--- config.mk ---
export PLATFORM = sky130hd
export DESIGN_NAME = rover_command_sequencer
export DESIGN_NICKNAME = d
export VERILOG_FILES = /design/src/rtl/rover_command_sequencer_pkg.sv /design/src/rtl/cmd_fifo.sv /design/src/rtl/rover_command_sequencer.sv
export VERILOG_INCLUDE_DIRS = /design/src /design/src/rtl
export SDC_FILE = /design/constraint.sdc
export NUM_CORES = 1
export LEC_CHECK = 0
export BUFFER_PORTS_ARGS = -buffer_cell sky130_fd_sc_hd__buf_2
export CORE_MARGIN = 1
export CORE_UTILIZATION = 64
export DETAILED_ROUTE_END_ITERATION = 7
export PLACE_DENSITY_LB_ADDON = 0.25
export SETUP_SLACK_MARGIN = 0.2
export SLEW_MARGIN = 25
export SYNTH_ARGS = -nofsm -noshare
export SYNTH_HDL_FRONTEND = slang
export SYNTH_SLANG_ARGS = --single-unit
export TNS_END_PERCENT = 50
--- constraint.sdc ---
create_clock -name clock -period 6.6 [get_ports clock]
set_clock_uncertainty 0.2 [all_clocks]
set_input_delay 0.33 -clock clock [delete_from_list [all_inputs] [get_ports clock]]
set_output_delay 0.33 -clock clock [all_outputs]
set_load 0.02 [all_outputs]
--- src/rtl/rover_defs.vh ---
// Shared definitions for the rover command path: command width, command
// field positions, sequencer state encodings and the system clock rate.
`ifndef ROVER_DEFS_VH
`define ROVER_DEFS_VH

`define CMD_W      12
`define ANGLE_MSB  11
`define ANGLE_LSB  7
`define DIST_MSB   6
`define DIST_LSB   0

`define SEQ_IDLE   2'd0
`define SEQ_ISSUE  2'd1
`define SEQ_RUN    2'd2
`define SEQ_SETTLE 2'd3

`define CLK_HZ     27_000_000

`endif

--- src/rtl/rover_command_sequencer_pkg.sv ---
// Package for the rover command sequencer.
// Contents:
//   - The sequencer state type.
//   - Default timing constants derived from the clock rate.
//   - A helper that recognises the all-zero no-op command.
`include "rover_defs.vh"

package rover_command_sequencer_pkg;

  localparam int SEQ_CMD_W = `CMD_W;
  localparam int SEQ_CLK_HZ = `CLK_HZ;

  // 100 ms settle gap and 5 s watchdog at the system clock rate.
  localparam int DEF_SETTLE_CYCLES  = SEQ_CLK_HZ / 10;
  localparam int DEF_TIMEOUT_CYCLES = SEQ_CLK_HZ * 5;

  typedef enum logic [1:0] {
    ST_IDLE   = `SEQ_IDLE,
    ST_ISSUE  = `SEQ_ISSUE,
    ST_RUN    = `SEQ_RUN,
    ST_SETTLE = `SEQ_SETTLE
  } seq_state_t;

  // A command with zero angle and zero distance asks for no motion.
  function automatic logic cmd_is_noop(input logic [SEQ_CMD_W-1:0] cmd);
    return (cmd[`ANGLE_MSB:`ANGLE_LSB] == '0) && (cmd[`DIST_MSB:`DIST_LSB] == '0);
  endfunction

endpackage

--- src/rtl/cmd_fifo.sv ---
// Synchronous command FIFO with show-ahead output.
// dout always shows the head entry, so a pop consumes the value already visible.
// Ports:
//   clock, reset  clock and synchronous active-high reset
//   push, din     write din at the tail (a push is legal when full if pop is also high)
//   pop           drop the head entry (caller guarantees !empty)
//   flush         empty the queue; wins over push/pop in the same cycle
//   dout          head entry
//   count         entries held (0..DEPTH)
//   full, empty   count == DEPTH / count == 0
module cmd_fifo #(
  parameter int DEPTH = 4,
  parameter int WIDTH = 12
) (
  input  logic                   clock,
  input  logic                   reset,
  input  logic                   push,
  input  logic                   pop,
  input  logic                   flush,
  input  logic [WIDTH-1:0]       din,
  output logic [WIDTH-1:0]       dout,
  output logic [$clog2(DEPTH):0] count,
  output logic                   full,
  output logic                   empty
);

  localparam int AW = $clog2(DEPTH);

  logic [WIDTH-1:0] mem_q [DEPTH];
  logic [AW-1:0]    wr_ptr_q;
  logic [AW-1:0]    rd_ptr_q;
  logic [AW:0]      count_q;

  // Storage needs no reset: nothing is read until count says it was written.
  always_ff @(posedge clock) begin
    if (push) begin
      mem_q[wr_ptr_q] <= din;
    end
  end

  // Pointers are exactly AW bits wide, so they wrap modulo DEPTH on their own.
  always_ff @(posedge clock) begin
    if (reset || flush) begin
      wr_ptr_q <= '0;
      rd_ptr_q <= '0;
      count_q  <= '0;
    end else begin
      if (push) begin
        wr_ptr_q <= wr_ptr_q + AW'(1);
      end
      if (pop) begin
        rd_ptr_q <= rd_ptr_q + AW'(1);
      end
      case ({push, pop})
        2'b10:   count_q <= count_q + (AW+1)'(1);
        2'b01:   count_q <= count_q - (AW+1)'(1);
        default: count_q <= count_q;
      endcase
    end
  end

  assign dout  = mem_q[rd_ptr_q];
  assign count = count_q;
  assign full  = (count_q == (AW+1)'(DEPTH));
  assign empty = (count_q == '0);

endmodule

--- src/rtl/rover_command_sequencer.sv ---
// Rover command sequencer.
// Buffers motion commands from the IR decoder and issues them one at a time
// to the motor block, waiting for motor_done before the next one. It also:
//   - inserts a settle gap after every completed move;
//   - guards each move with a watchdog;
//   - offers an abort that flushes everything.
// Ports:
//   clock, reset     clock and synchronous active-high reset
//   cmd_valid/cmd_in one-cycle strobe with a new {angle, distance} command
//   abort            level; flush queue, stop motors, return to idle
//   motor_done       one-cycle pulse: current move finished
//   motor_cmd        command presented to the motor block (registered)
//   motor_cmd_ready  one-cycle strobe: start the move in motor_cmd
//   motor_stop       one-cycle strobe: motor block must drop both motor lines
//   queue_count      entries queued; queue_full when it equals DEPTH
//   dropped          one-cycle pulse: a command was rejected because the queue was full
//   timeout_err      sticky watchdog flag, cleared by reset or abort
//   busy             sequencer is not idle
module rover_command_sequencer
  import rover_command_sequencer_pkg::*;
#(
  parameter int DEPTH          = 4,
  parameter int CMD_W          = SEQ_CMD_W,
  parameter int SETTLE_CYCLES  = DEF_SETTLE_CYCLES,
  parameter int TIMEOUT_CYCLES = DEF_TIMEOUT_CYCLES
) (
  input  logic                   clock,
  input  logic                   reset,
  input  logic                   cmd_valid,
  input  logic [CMD_W-1:0]       cmd_in,
  input  logic                   abort,
  input  logic                   motor_done,
  output logic [CMD_W-1:0]       motor_cmd,
  output logic                   motor_cmd_ready,
  output logic                   motor_stop,
  output logic [$clog2(DEPTH):0] queue_count,
  output logic                   queue_full,
  output logic                   dropped,
  output logic                   timeout_err,
  output logic                   busy
);

  localparam int WD_W = $clog2(TIMEOUT_CYCLES + 1);
  localparam int ST_W = $clog2(SETTLE_CYCLES + 1);

  seq_state_t       state_q;
  logic [WD_W-1:0]  wd_q;
  logic [ST_W-1:0]  settle_q;
  logic             done_pend_q;
  logic [CMD_W-1:0] motor_cmd_q;
  logic             motor_cmd_ready_q;
  logic             motor_stop_q;
  logic             dropped_q;
  logic             timeout_err_q;

  logic             fifo_push;
  logic             fifo_pop;
  logic             fifo_flush;
  logic             fifo_full;
  logic             fifo_empty;
  logic [CMD_W-1:0] fifo_dout;
  logic             run_done;
  logic             timeout_fire;

  // A motor_done seen during ISSUE is held in done_pend_q and honoured in RUN.
  assign run_done = motor_done || done_pend_q;

  // Completion wins over a watchdog expiry landing on the same cycle.
  assign timeout_fire = (state_q == ST_RUN) && !run_done &&
                        (wd_q == WD_W'(TIMEOUT_CYCLES - 1));

  assign fifo_pop   = (state_q == ST_IDLE) && !abort && !fifo_empty;
  assign fifo_push  = cmd_valid && !abort && (!fifo_full || fifo_pop);
  // A command arriving on the watchdog cycle is lost with the rest of the queue.
  assign fifo_flush = abort || timeout_fire;

  cmd_fifo #(
    .DEPTH (DEPTH),
    .WIDTH (CMD_W)
  ) u_cmd_fifo (
    .clock (clock),
    .reset (reset),
    .push  (fifo_push),
    .pop   (fifo_pop),
    .flush (fifo_flush),
    .din   (cmd_in),
    .dout  (fifo_dout),
    .count (queue_count),
    .full  (fifo_full),
    .empty (fifo_empty)
  );

  always_ff @(posedge clock) begin
    if (reset) begin
      state_q           <= ST_IDLE;
      wd_q              <= '0;
      settle_q          <= '0;
      done_pend_q       <= 1'b0;
      motor_cmd_q       <= '0;
      motor_cmd_ready_q <= 1'b0;
      motor_stop_q      <= 1'b0;
      dropped_q         <= 1'b0;
      timeout_err_q     <= 1'b0;
    end else begin
      motor_cmd_ready_q <= 1'b0;
      motor_stop_q      <= 1'b0;
      // Abort swallows cmd_valid silently, so it never reports a drop.
      dropped_q         <= cmd_valid && !abort && fifo_full && !fifo_pop;

      if (abort) begin
        state_q       <= ST_IDLE;
        motor_stop_q  <= (state_q == ST_ISSUE) || (state_q == ST_RUN);
        timeout_err_q <= 1'b0;
        done_pend_q   <= 1'b0;
      end else begin
        case (state_q)
          ST_IDLE: begin
            // No-op heads are popped and discarded without leaving IDLE.
            if (fifo_pop && !cmd_is_noop(fifo_dout)) begin
              motor_cmd_q       <= fifo_dout;
              motor_cmd_ready_q <= 1'b1;
              state_q           <= ST_ISSUE;
            end
          end
          ST_ISSUE: begin
            wd_q        <= '0;
            done_pend_q <= motor_done;
            state_q     <= ST_RUN;
          end
          ST_RUN: begin
            if (run_done) begin
              done_pend_q <= 1'b0;
              settle_q    <= '0;
              state_q     <= ST_SETTLE;
            end else if (timeout_fire) begin
              timeout_err_q <= 1'b1;
              motor_stop_q  <= 1'b1;
              state_q       <= ST_IDLE;
            end else begin
              wd_q <= wd_q + WD_W'(1);
            end
          end
          ST_SETTLE: begin
            if (settle_q == ST_W'(SETTLE_CYCLES - 1)) begin
              state_q <= ST_IDLE;
            end else begin
              settle_q <= settle_q + ST_W'(1);
            end
          end
          default: state_q <= ST_IDLE;
        endcase
      end
    end
  end

  assign motor_cmd       = motor_cmd_q;
  assign motor_cmd_ready = motor_cmd_ready_q;
  assign motor_stop      = motor_stop_q;
  assign queue_full      = fifo_full;
  assign dropped         = dropped_q;
  assign timeout_err     = timeout_err_q;
  assign busy            = (state_q != ST_IDLE);

endmodule
==> run_results.csv, run 1 <==
group,metric,value,unit
cts,ctsResizeCount,0,
grt,grt_overflow,0,
synthesis,synthCells,498,
synthesis,yosysUniqueCellTypes,50,
grt,antenna_found_initial,1,
pwr,power,1.78,mW
synthesis,synthTopCellsByArea,"dfxtp_1 (28%), edfxtp_1 (26%), xnor2_1 (5.5%)",
floorplan,ios,38,
sta,grt_setup_unrepaired,"false",
drt,via_count,3943,
sta,max_freq,298,MHz
cts,postCtsSetupBuffers,0,
cts,clk-insertion-delay-late,0.53,ns
sta,hold_viol,0,
layout,layout-drive-gt1-share,14.4,%
floorplan,die_h,95.1,microns
layout,regArea,3000,sq um
pwr,ir_worst_vdd,0.309,mV
cts,cts_max_path_buffers,2,
layout,antenna_cells,0,
cts,tritoncts,"built",
synthesis,yosysTopAreaCellShare,28.2,%
worst_hold_path,hp-class,"input port to flip-flop",
synthesis,yosysTopAreaCell,"dfxtp_1",
grt,grt_pass1_vias,3776,
layout,fin_util,78.2,%
cts,numCtsBuffers,17,
drt,dr.pass1.iters,7,
worst_setup_path,cp-end-kind,"flip-flop",
sta,fin_crit_sh,50.8,%
sta,slew_viol_final,0,
cts,htree_num_levels,4,
worst_setup_path,critPathKind,"flip-flop to flip-flop",
cts,postCtsHoldBufs,15,
worst_setup_path,critPathArrivalTime,3.61,ns
drt,wl_per_cell,17.1,microns
synthesis,ys_warn_count,0,
layout,syn2layout_area_growth,17.0,%
floorplan,die_w,95.1,microns
drt,final_antenna_net_count,0,
layout,nFillCells,498,
sta,final.setup.tns,0,ns
sta,period_needed,3.35,ns
grt,grt_pass1_wl,18500,microns
placed_design,place.gp.congestion,0.858,
synthesis,synth_edf_count,48,
synthesis,syn_nets,528,
worst_setup_path,startpoint_type,"flip-flop",
synthesis,synth_commonest_cells,"dfxtp_1 (78), nor2_1 (75), edfxtp_1 (48)",
grt,grt_use_total,27.8,%
cts,path_clk_slew,0.06,ns
sta,slew_headroom,43.5,%
synthesis,synth_ff_type,"dfxtp_1",
synthesis,syn_avg_cell_area,11.1,sq um
placed_design,detailed_place_hpwl,6810,microns
job,max-cap-violations,0,
outcome,status,"finished clean",
worst_setup_path,cp_max_fo,14,
floorplan,core-area,8300,sq um
placed_design,io_buffers,37,
floorplan,rows,33,
cts,cts_sinks,126,
drt,vias_per_cell,5.89,
pwr,pwr_density_cell,274,nW/um^2
synthesis,synth_seq_area_share,54.1,%
synthesis,synthesis.area,5550,sq um
drt,wl,11500,microns
layout,nNetsFinal,581,
drt,drc_errors,0,
synthesis,synthArstFlopShare,0,%
sta,finalSetupViolCount,0,
layout,multiInputGateArea,2370,sq um
pwr,p_leak,2.24,nW
grt,grt_max_degree,28,
cts,root_buffer,"clkbuf_8",
sta,tightest_slew,0.840,ns
floorplan,dieArea,9040,sq um
synthesis,synth.most_common_cell,"dfxtp_1",
synthesis,synth-seq-cells,126,
worst_setup_path,cp.required,6.85,ns
floorplan,floorplan.initialDensity,66.8,%
drt,dr.first_iter.drc_count,272,
layer usage:
| metal | part of all wire [%] | track usage [%] | vias up | wire, microns |
|---|---|---|---|---|
| met5 | 0 | 0 | - | 0 |
| met4 | 1.8 | 13.1 | 0 | 208 |
| li1 | - | - | 1915 | - |
| met3 | 5.5 | 8.05 | 18 | 634 |
| met1 | 43 | 33.6 | 1898 | 4890 |
| met2 | 50 | 45.7 | 112 | 5710 |
final cells by class:
class                   instances  share of cell area (%)
clock buffers                  18                    6.44
multi-input cells             335                    36.5
well taps                     105                    2.02
flip-flops and latches        126                    46.3
clock inverters                14                    2.29
inverters                      16                   0.925
repair buffers                 55                    5.51
cells in the final DEF (no fill, tap or decap), types with 14 or more instances in the layout:
| master | n |
|---|---|
| dlygate4sd3_1 | 15 |
| buf_2 | 37 |
| clkbuf_16 | 16 |
| nand2_1 | 26 |
| dfxtp_1 | 78 |
| edfxtp_1 | 48 |
| xnor2_1 | 35 |
| mux2i_1 | 16 |
| nand3_1 | 18 |
| inv_1 | 16 |
| a211oi_1 | 14 |
| nor2_1 | 75 |
final timing paths:
check                            startpoint     endpoint  slack [ns]  cells after the start
worst max register to register    flip-flop   state_q[0]        3.25                      6
worst min-delay path                  abort      dropped        0.17                      2
worst min register to register  timeout_err  timeout_err        0.30                      1
worst max-delay path              flip-flop   state_q[0]        3.25                      6
stage by stage:
stage / instance area (sq um) / setup slack, ns / cells / hold slack, ns
3_5_place_dp: 5770 / 3.23 / 622 / 0.279
5_1_grt: 6490 / 3.09 / 669 / 0.201
3_3_place_gp: 5770 / 3.39 / 622 / 0.278
6_report: 6490 / 3.25 / 669 / 0.168
2_1_floorplan: 5550 / 3.92 / 498 / 0.229
4_1_cts: 6490 / 3.23 / 669 / 0.135
state kept, by name (all words and copies together) (netlist names), named ones only:
register             count
motor_cmd_ready          1
motor_stop               1
u_cmd_fifo.mem_q        48
settle_q                22
done_pend_q              1
u_cmd_fifo.wr_ptr_q      2
wd_q                    28
motor_cmd               12
u_cmd_fifo.rd_ptr_q      2
u_cmd_fifo.count         3
state_q                  2
dropped                  1
timeout_err              1
worst max-delay path, cell delays in order, from the launching register on:
cell	delay [ns]
dfxtp_1	0.77
mux4_1	0.69
or4_1	0.53
o31a_1	0.58
nand2b_4	0.26
nand2_2	0.08
mux2i_1	0.17
power breakdown:
part	switching [mW]	internal [mW]	total [mW]
Sequential	0.00477	0.814	0.819
Clock	0.383	0.515	0.898
Combinational	0.0362	0.0247	0.0609
logic make-up after synthesis:
logic type / synth area share [%]
AND/OR/NAND/NOR: 18.0
flip-flops: 54.1
multiplexers: 8.30
AO/OA/AOI/OAI: 6.02
XOR/XNOR: 7.42
buffers and inverters: 3.09
adder cells (fa/ha/maj): 3.07
No activity file was read; power rests on OpenSTA's default activity.
==> inputs of run 2 (changes only) <==
--- a/config.mk
+++ b/config.mk
@@ -6,9 +6,10 @@
 export SDC_FILE = /design/constraint.sdc
 export NUM_CORES = 1
 export LEC_CHECK = 0
+export ABC_AREA = 1
 export BUFFER_PORTS_ARGS = -buffer_cell sky130_fd_sc_hd__buf_2
 export CORE_MARGIN = 1
-export CORE_UTILIZATION = 64
+export CORE_UTILIZATION = 55
 export DETAILED_ROUTE_END_ITERATION = 7
 export PLACE_DENSITY_LB_ADDON = 0.25
 export SETUP_SLACK_MARGIN = 0.2
==> constraint.sdc (replaced) <==
create_clock -name clock -period 3 [get_ports clock]
set_clock_uncertainty 0.2 [all_clocks]
set_input_delay 0.15 -clock clock [delete_from_list [all_inputs] [get_ports clock]]
set_output_delay 0.15 -clock clock [all_outputs]
set_load 0.02 [all_outputs]
==> run_results.csv, run 2 <==
group,metric,value,unit
worst_setup_path,r2r_slack,0.27,ns
worst_setup_path,startpoint,"state_q[1]",
synthesis,syn_avg_cell_area,7.92,sq um
layout,top_register,"u_cmd_fifo.mem_q",
synthesis,yosysUniqueCellTypes,46,
synthesis,synth-seq-cells,126,
floorplan,die_h,110,microns
worst_setup_path,path_cells,"inv_1 > ha_1 > inv_1 > nor2_1 > o31ai_1 > nand2_1 > nand3_4 > ha_1 > inv_1 > fa_1 > a21oi_1 > o21ai_0 > xor2_1 > nor2_1",
synthesis,synth_commonest_cells,"nand2_1 (211), nor2_1 (98), nand3_1 (83)",
grt,grt_max_degree,37,
sta,hold_viol,0,
grt,grt_pass1_wl,24400,microns
worst_setup_path,cp.required,3.10,ns
floorplan,core-area,11400,sq um
cts,tritoncts,"built",
worst_setup_path,cp_max_fo,5,
synthesis,synth_edf_count,48,
worst_setup_path,endpoint,"u_cmd_fifo.count[2]",
synthesis,yosysTopAreaCell,"dfxtp_1",
placed_design,place.gp.congestion,0.921,
pwr,power,3.87,mW
grt,antenna_found_initial,0,
grt,grt_overflow,0,
layout,final_common_cell,"nand2_1",
sta,fin_crit_sh,91.0,%
sta,grt_setup_unrepaired,"false",
layout,largest_reg_flops,48,
drt,dr.first_iter.drc_count,327,
synthesis,synthCells,816,
sta,slew_headroom,56.5,%
drt,final_antenna_net_count,0,
grt,grt_pass1_vias,5170,
worst_setup_path,slowest_delay,0.40,ns
layout,top_regs,"u_cmd_fifo.mem_q (48), wd_q (28), settle_q (22)",
cts,path_clk_slew,0.06,ns
cts,cts_sinks,126,
worst_setup_path,cpMaxStageDelayCell,"fa_1",
floorplan,rows,39,
drt,vias_per_cell,5.45,
sta,max_freq,366,MHz
sta,period_needed,2.73,ns
worst_setup_path,cp-end-kind,"flip-flop",
drt,wl_met1,6730,microns
drt,wl,15200,microns
pwr,p_leak,2.75,nW
drt,drc_errors,0,
layout,syn2layout_area_growth,14.8,%
grt,grt_use_total,26.7,%
cts,clk-insertion-delay-late,0.42,ns
placed_design,place_area,6700,sq um
worst_setup_path,critPathArrivalTime,2.83,ns
sta,worst_slack,0.269,ns
sta,finalSetupViolCount,0,
outcome,status,"finished clean",
synthesis,syn_nets,846,
worst_setup_path,critPathKind,"flip-flop to flip-flop",
layout,design_area,7410,sq um
worst_setup_path,r2r_cells,14,
placed_design,detailed_place_hpwl,10200,microns
worst_setup_path,startpoint_type,"flip-flop",
cts,htree_num_levels,4,
drt,wl_per_cell,14.8,microns
layout,antenna_cells,0,
synthesis,synth_ff_type,"dfxtp_1",
layout,nNetsFinal,901,
floorplan,dieArea,12200,sq um
sta,slew_viol_final,0,
synthesis,synthesis.area,6460,sq um
drt,dr.pass1.iters,5,
floorplan,floorplan.initialDensity,56.6,%
worst_hold_path,hp-class,"input port to flip-flop",
drt,via_count,5601,
layout,layout-drive-gt1-share,14.0,%
placed_design,io_buffers,37,
pwr,pwr_density_cell,522,nW/um^2
drt,route.met2.wl,7310,microns
drt,routed.top_layer,"met4",
worst_setup_path,crit_top_cell,"inv_1",
floorplan,die_w,110,microns
synthesis,ys_warn_count,0,
cts,numCtsBuffers,17,
floorplan,ios,38,
synthesis,yosysTopAreaCellShare,24.2,%
sta,whs,0.0212,ns
layout,final_cell_mix,"nand2_1 (211), nor2_1 (98), nand3_1 (82)",
drt,wl_met3,770,microns
worst_setup_path,r2r_start,"state_q[1]",
synthesis,synthArstFlopShare,0,%
placed_design,pre_cts_ws,0.241,ns
synthesis,synth_seq_area_share,46.5,%
sta,tightest_slew,0.646,ns
synthesis,synthTopCellsByArea,"dfxtp_1 (24%), edfxtp_1 (22%), nand2_1 (12%)",
cts,root_buffer,"clkbuf_16",
job,max-cap-violations,0,
cts,cts_max_path_buffers,2,
synthesis,synth.most_common_cell,"nand2_1",
sta,final.setup.tns,0,ns
worst_setup_path,rr_endpoint,"u_cmd_fifo.count[2]",
pwr,ir_worst_vdd,0.628,mV
run 2: cell count changes in the layout (fill, tap and decap cells not counted), moves of 14 or more:
cell / previous run / this run
nor2_1: 75 / 98
nand3_1: 18 / 82
mux2i_1: 16 / 1
a211oi_1: 14 / 0
inv_1: 16 / 61
a21oi_1: 12 / 59
xnor2_1: 35 / 4
nand2_1: 26 / 211
run 2: worst max-delay path: cells and delay by family (launching register included):
kind            cells  cell delay [ns]
fa+ha+maj           3             0.75
simple gates        4             0.45
compound gates      3             0.42
flops               1             0.37
buf+inv             3             0.27
xor+xnor            1             0.15
run 2: per-layer routing:
layer / track usage (%) / vias up
met5: 0 / -
met4: 11.1 / 0
met3: 7.94 / 39
met2: 44.1 / 139
met1: 32.3 / 2610
li1: - / 2813
run 2: logic make-up after synthesis:
| group | Yosys count | share of synthesized area, % |
|---|---|---|
| AO/OA/AOI/OAI | 91 | 7.75 |
| multiplexers | 1 | 0.155 |
| flip-flops | 126 | 46.5 |
| XOR/XNOR | 22 | 2.98 |
| AND/OR/NAND/NOR | 465 | 32.5 |
| buffers and inverters | 98 | 7.44 |
| adder cells (fa/ha/maj) | 13 | 2.63 |
run 2: stage by stage:
step                utilization [%]  instances
floorplan                         -        816
global placement               58.6        978
detailed placement             58.6        978
CTS                            64.7       1025
global route                   64.9       1027
finish                         64.9       1027
run 2: repair_timing:
action,CTS,global route
resized for setup,0,5
hold endpoints to repair,57,0
hold buffers,15,0
setup buffers,0,2
endpoints found under the setup margin,0,3
run 2: layout make-up:
| cell class | instances | area, sq um |
|---|---|---|
| fill | 1022 | 4010 |
| sequential | 126 | 3010 |
| multi-input combinational | 592 | 2990 |
| clock buffer | 19 | 443 |
| timing repair buffer | 66 | 440 |
| inverter | 68 | 258 |
| tap | 143 | 179 |
| clock inverter | 13 | 93.8 |
run 2: power breakdown:
group / internal, mW / total [mW] / switching, mW
logic: 0.0681 / 0.202 / 0.134
clock network: 1.08 / 1.86 / 0.779
registers: 1.80 / 1.81 / 0.0122
run 2: worst min-delay path by stage:
stage	start	end	slack [ns]	cells past startpoint
floorplan	abort	motor_cmd_ready	0.03	1
global placement	cmd_in[1]	u_cmd_fifo.mem_q[3][1]	0.16	1
detailed placement	cmd_in[0]	u_cmd_fifo.mem_q[1][0]	0.17	1
CTS	reset	motor_cmd[7]	0.009	5
global route	reset	motor_cmd[7]	0.04	5
finish	reset	motor_cmd[7]	0.02	5
==> inputs of run 3 (changes only) <==
--- a/config.mk
+++ b/config.mk
@@ -11,7 +11,7 @@
 export CORE_MARGIN = 1
 export CORE_UTILIZATION = 55
 export DETAILED_ROUTE_END_ITERATION = 7
-export PLACE_DENSITY_LB_ADDON = 0.25
+export PLACE_DENSITY = 0.8
 export SETUP_SLACK_MARGIN = 0.2
 export SLEW_MARGIN = 25
 export SYNTH_ARGS = -nofsm -noshare
==> constraint.sdc (replaced) <==
create_clock -name clock -period 3 [get_ports clock]
set_clock_uncertainty 0.2 [all_clocks]
set_input_delay 0.3 -clock clock [delete_from_list [all_inputs] [get_ports clock]]
set_output_delay 0.3 -clock clock [all_outputs]
set_load 0.02 [all_outputs]
==> run_results.csv, run 3 (synthesized netlist as in run 2, its figures left out) <==
group,metric,value,unit
outcome,status,"finished clean",
layout,layout-drive-gt1-share,13.9,%
cts,tritoncts,"built",
cts,path_clk_slew,0.06,ns
worst_setup_path,critPathArrivalTime,2.73,ns
worst_setup_path,startpoint_type,"flip-flop",
floorplan,ios,38,
floorplan,core-area,11400,sq um
grt,grt_overflow,0,
grt,grt_pass1_wl,25100,microns
layout,top_register,"u_cmd_fifo.mem_q",
worst_setup_path,r2r_slack,0.39,ns
sta,slew_headroom,61.5,%
grt,grt_pass1_vias,5252,
drt,via_count,5708,
worst_hold_path,hp-class,"input port to flip-flop",
layout,top_regs,"u_cmd_fifo.mem_q (48), wd_q (28), settle_q (22)",
pwr,ir_worst_vdd,0.451,mV
drt,dr.first_iter.drc_count,333,
pwr,pwr_density_cell,554,nW/um^2
floorplan,rows,39,
layout,largest_reg_flops,48,
drt,routed.top_layer,"met4",
layout,syn2layout_area_growth,16.3,%
cts,clk-insertion-delay-late,0.42,ns
sta,whs,0.221,ns
placed_design,place.gp.congestion,0.958,
worst_setup_path,cp.required,3.11,ns
grt,grt_use_total,27.2,%
cts,numCtsBuffers,17,
cts,cts_sinks,126,
cts,cts_max_path_buffers,2,
layout,nFillCells,927,
drt,wl_met1,6520,microns
drt,wl,15200,microns
cts,root_buffer,"clkbuf_16",
layout,final_common_cell,"nand2_1",
sta,slew_viol_final,0,
worst_setup_path,r2r_cells,9,
layout,antenna_cells,0,
worst_setup_path,critPathKind,"flip-flop to flip-flop",
worst_setup_path,cp-end-kind,"flip-flop",
sta,fin_crit_sh,87.1,%
sta,hold_viol,0,
drt,wl_per_cell,14.8,microns
placed_design,detailed_place_hpwl,9910,microns
cts,htree_num_levels,4,
layout,final_cell_mix,"nand2_1 (211), nor2_1 (98), nand3_1 (82)",
sta,grt_setup_unrepaired,"true",
sta,finalSetupViolCount,0,
floorplan,dieArea,12200,sq um
drt,route.met2.wl,7060,microns
drt,drc_errors,0,
layout,regArea,3010,sq um
sta,tightest_slew,0.572,ns
drt,wl_met3,1290,microns
sta,worst_slack,0.386,ns
sta,period_needed,2.61,ns
worst_setup_path,cp_max_fo,26,
drt,dr.pass1.iters,5,
placed_design,io_buffers,37,
sta,max_freq,383,MHz
pwr,p_leak,2.80,nW
worst_hold_path,min_path_cells,5,
layout,multiInputGateArea,2990,sq um
drt,final_antenna_net_count,0,
floorplan,die_w,110,microns
placed_design,pre_cts_ws,0.297,ns
floorplan,die_h,110,microns
job,max-cap-violations,0,
floorplan,floorplan.initialDensity,56.6,%
sta,final.setup.tns,0,ns
grt,grt_max_degree,37,
drt,vias_per_cell,5.56,
grt,antenna_found_initial,0,
layout,nNetsFinal,901,
-- run 3: changes by cell type in the layout (fill, tap and decap cells not counted), sizes merged --
cell	delta
bufinv	+2
clkbuf	+3
clkinv	-4
clkinvlp	-2
inv	+1
-- run 3: final cells by class --
class	instances	area share, %
Sequential cell	126	40.0
Multi-Input combinational cell	592	39.9
Clock buffer	22	6.75
Clock inverter	10	1.65
Timing Repair Buffer	66	5.87
Inverter	68	3.47
Tap cell	143	2.38
-- run 3: through the flow --
| stage | utilization (%) | std cells | cell area [sq um] | power [mW] |
|---|---|---|---|---|
| 6_report | 65.8 | 1027 | 7510 | 4.16 |
| 5_1_grt | 65.8 | 1027 | 7510 | 4.27 |
| 4_1_cts | 65.5 | 1026 | 7480 | 4.17 |
| 3_5_place_dp | 58.7 | 979 | 6700 | 2.03 |
| 3_3_place_gp | 58.7 | 979 | 6700 | 2.02 |
| 2_1_floorplan | - | 816 | 6460 | 1.97 |
-- run 3: power by group --
part	switching (mW)	total [mW]	leakage [nW]	internal (mW)
logic	0.135	0.203	1.43	0.0680
registers	0.0132	1.81	1.07	1.80
clock network	0.771	2.15	0.304	1.38
total	0.920	4.16	2.80	3.24
-- run 3: worst paths after layout --
check                                  from            to
worst max-delay path             state_q[0]   settle_q[4]
worst min-delay path                  reset  motor_cmd[7]
worst max register to register   state_q[0]   settle_q[4]
worst min register to register  timeout_err   timeout_err
-- run 3: repair_timing --
item                                    in CTS  in global routing
endpoints found under the setup margin       0                  9
buffers inserted                             0                  1
endpoints found under the hold margin       52                  0
hold buffers                                15                  0
resized for setup                            0                  7
-- run 3: routing by layer --
layer | global-route usage, % | vias up
li1 | - | 2815
met1 | 34.5 | 2618
met2 | 44.1 | 242
met3 | 6.41 | 33
met4 | 12.3 | 0
met5 | 0 | -
-- run 3: worst max-delay path: stages (launching register included) --
cell and delay (ns):
dfxtp_2 0.33, inv_1 0.13, ha_1 0.34, inv_1 0.15, nor2_1 0.24, nand3_1 0.43, nand2_4 0.44, nand3_1 0.12
nand2_1 0.08, nor2_1 0.04
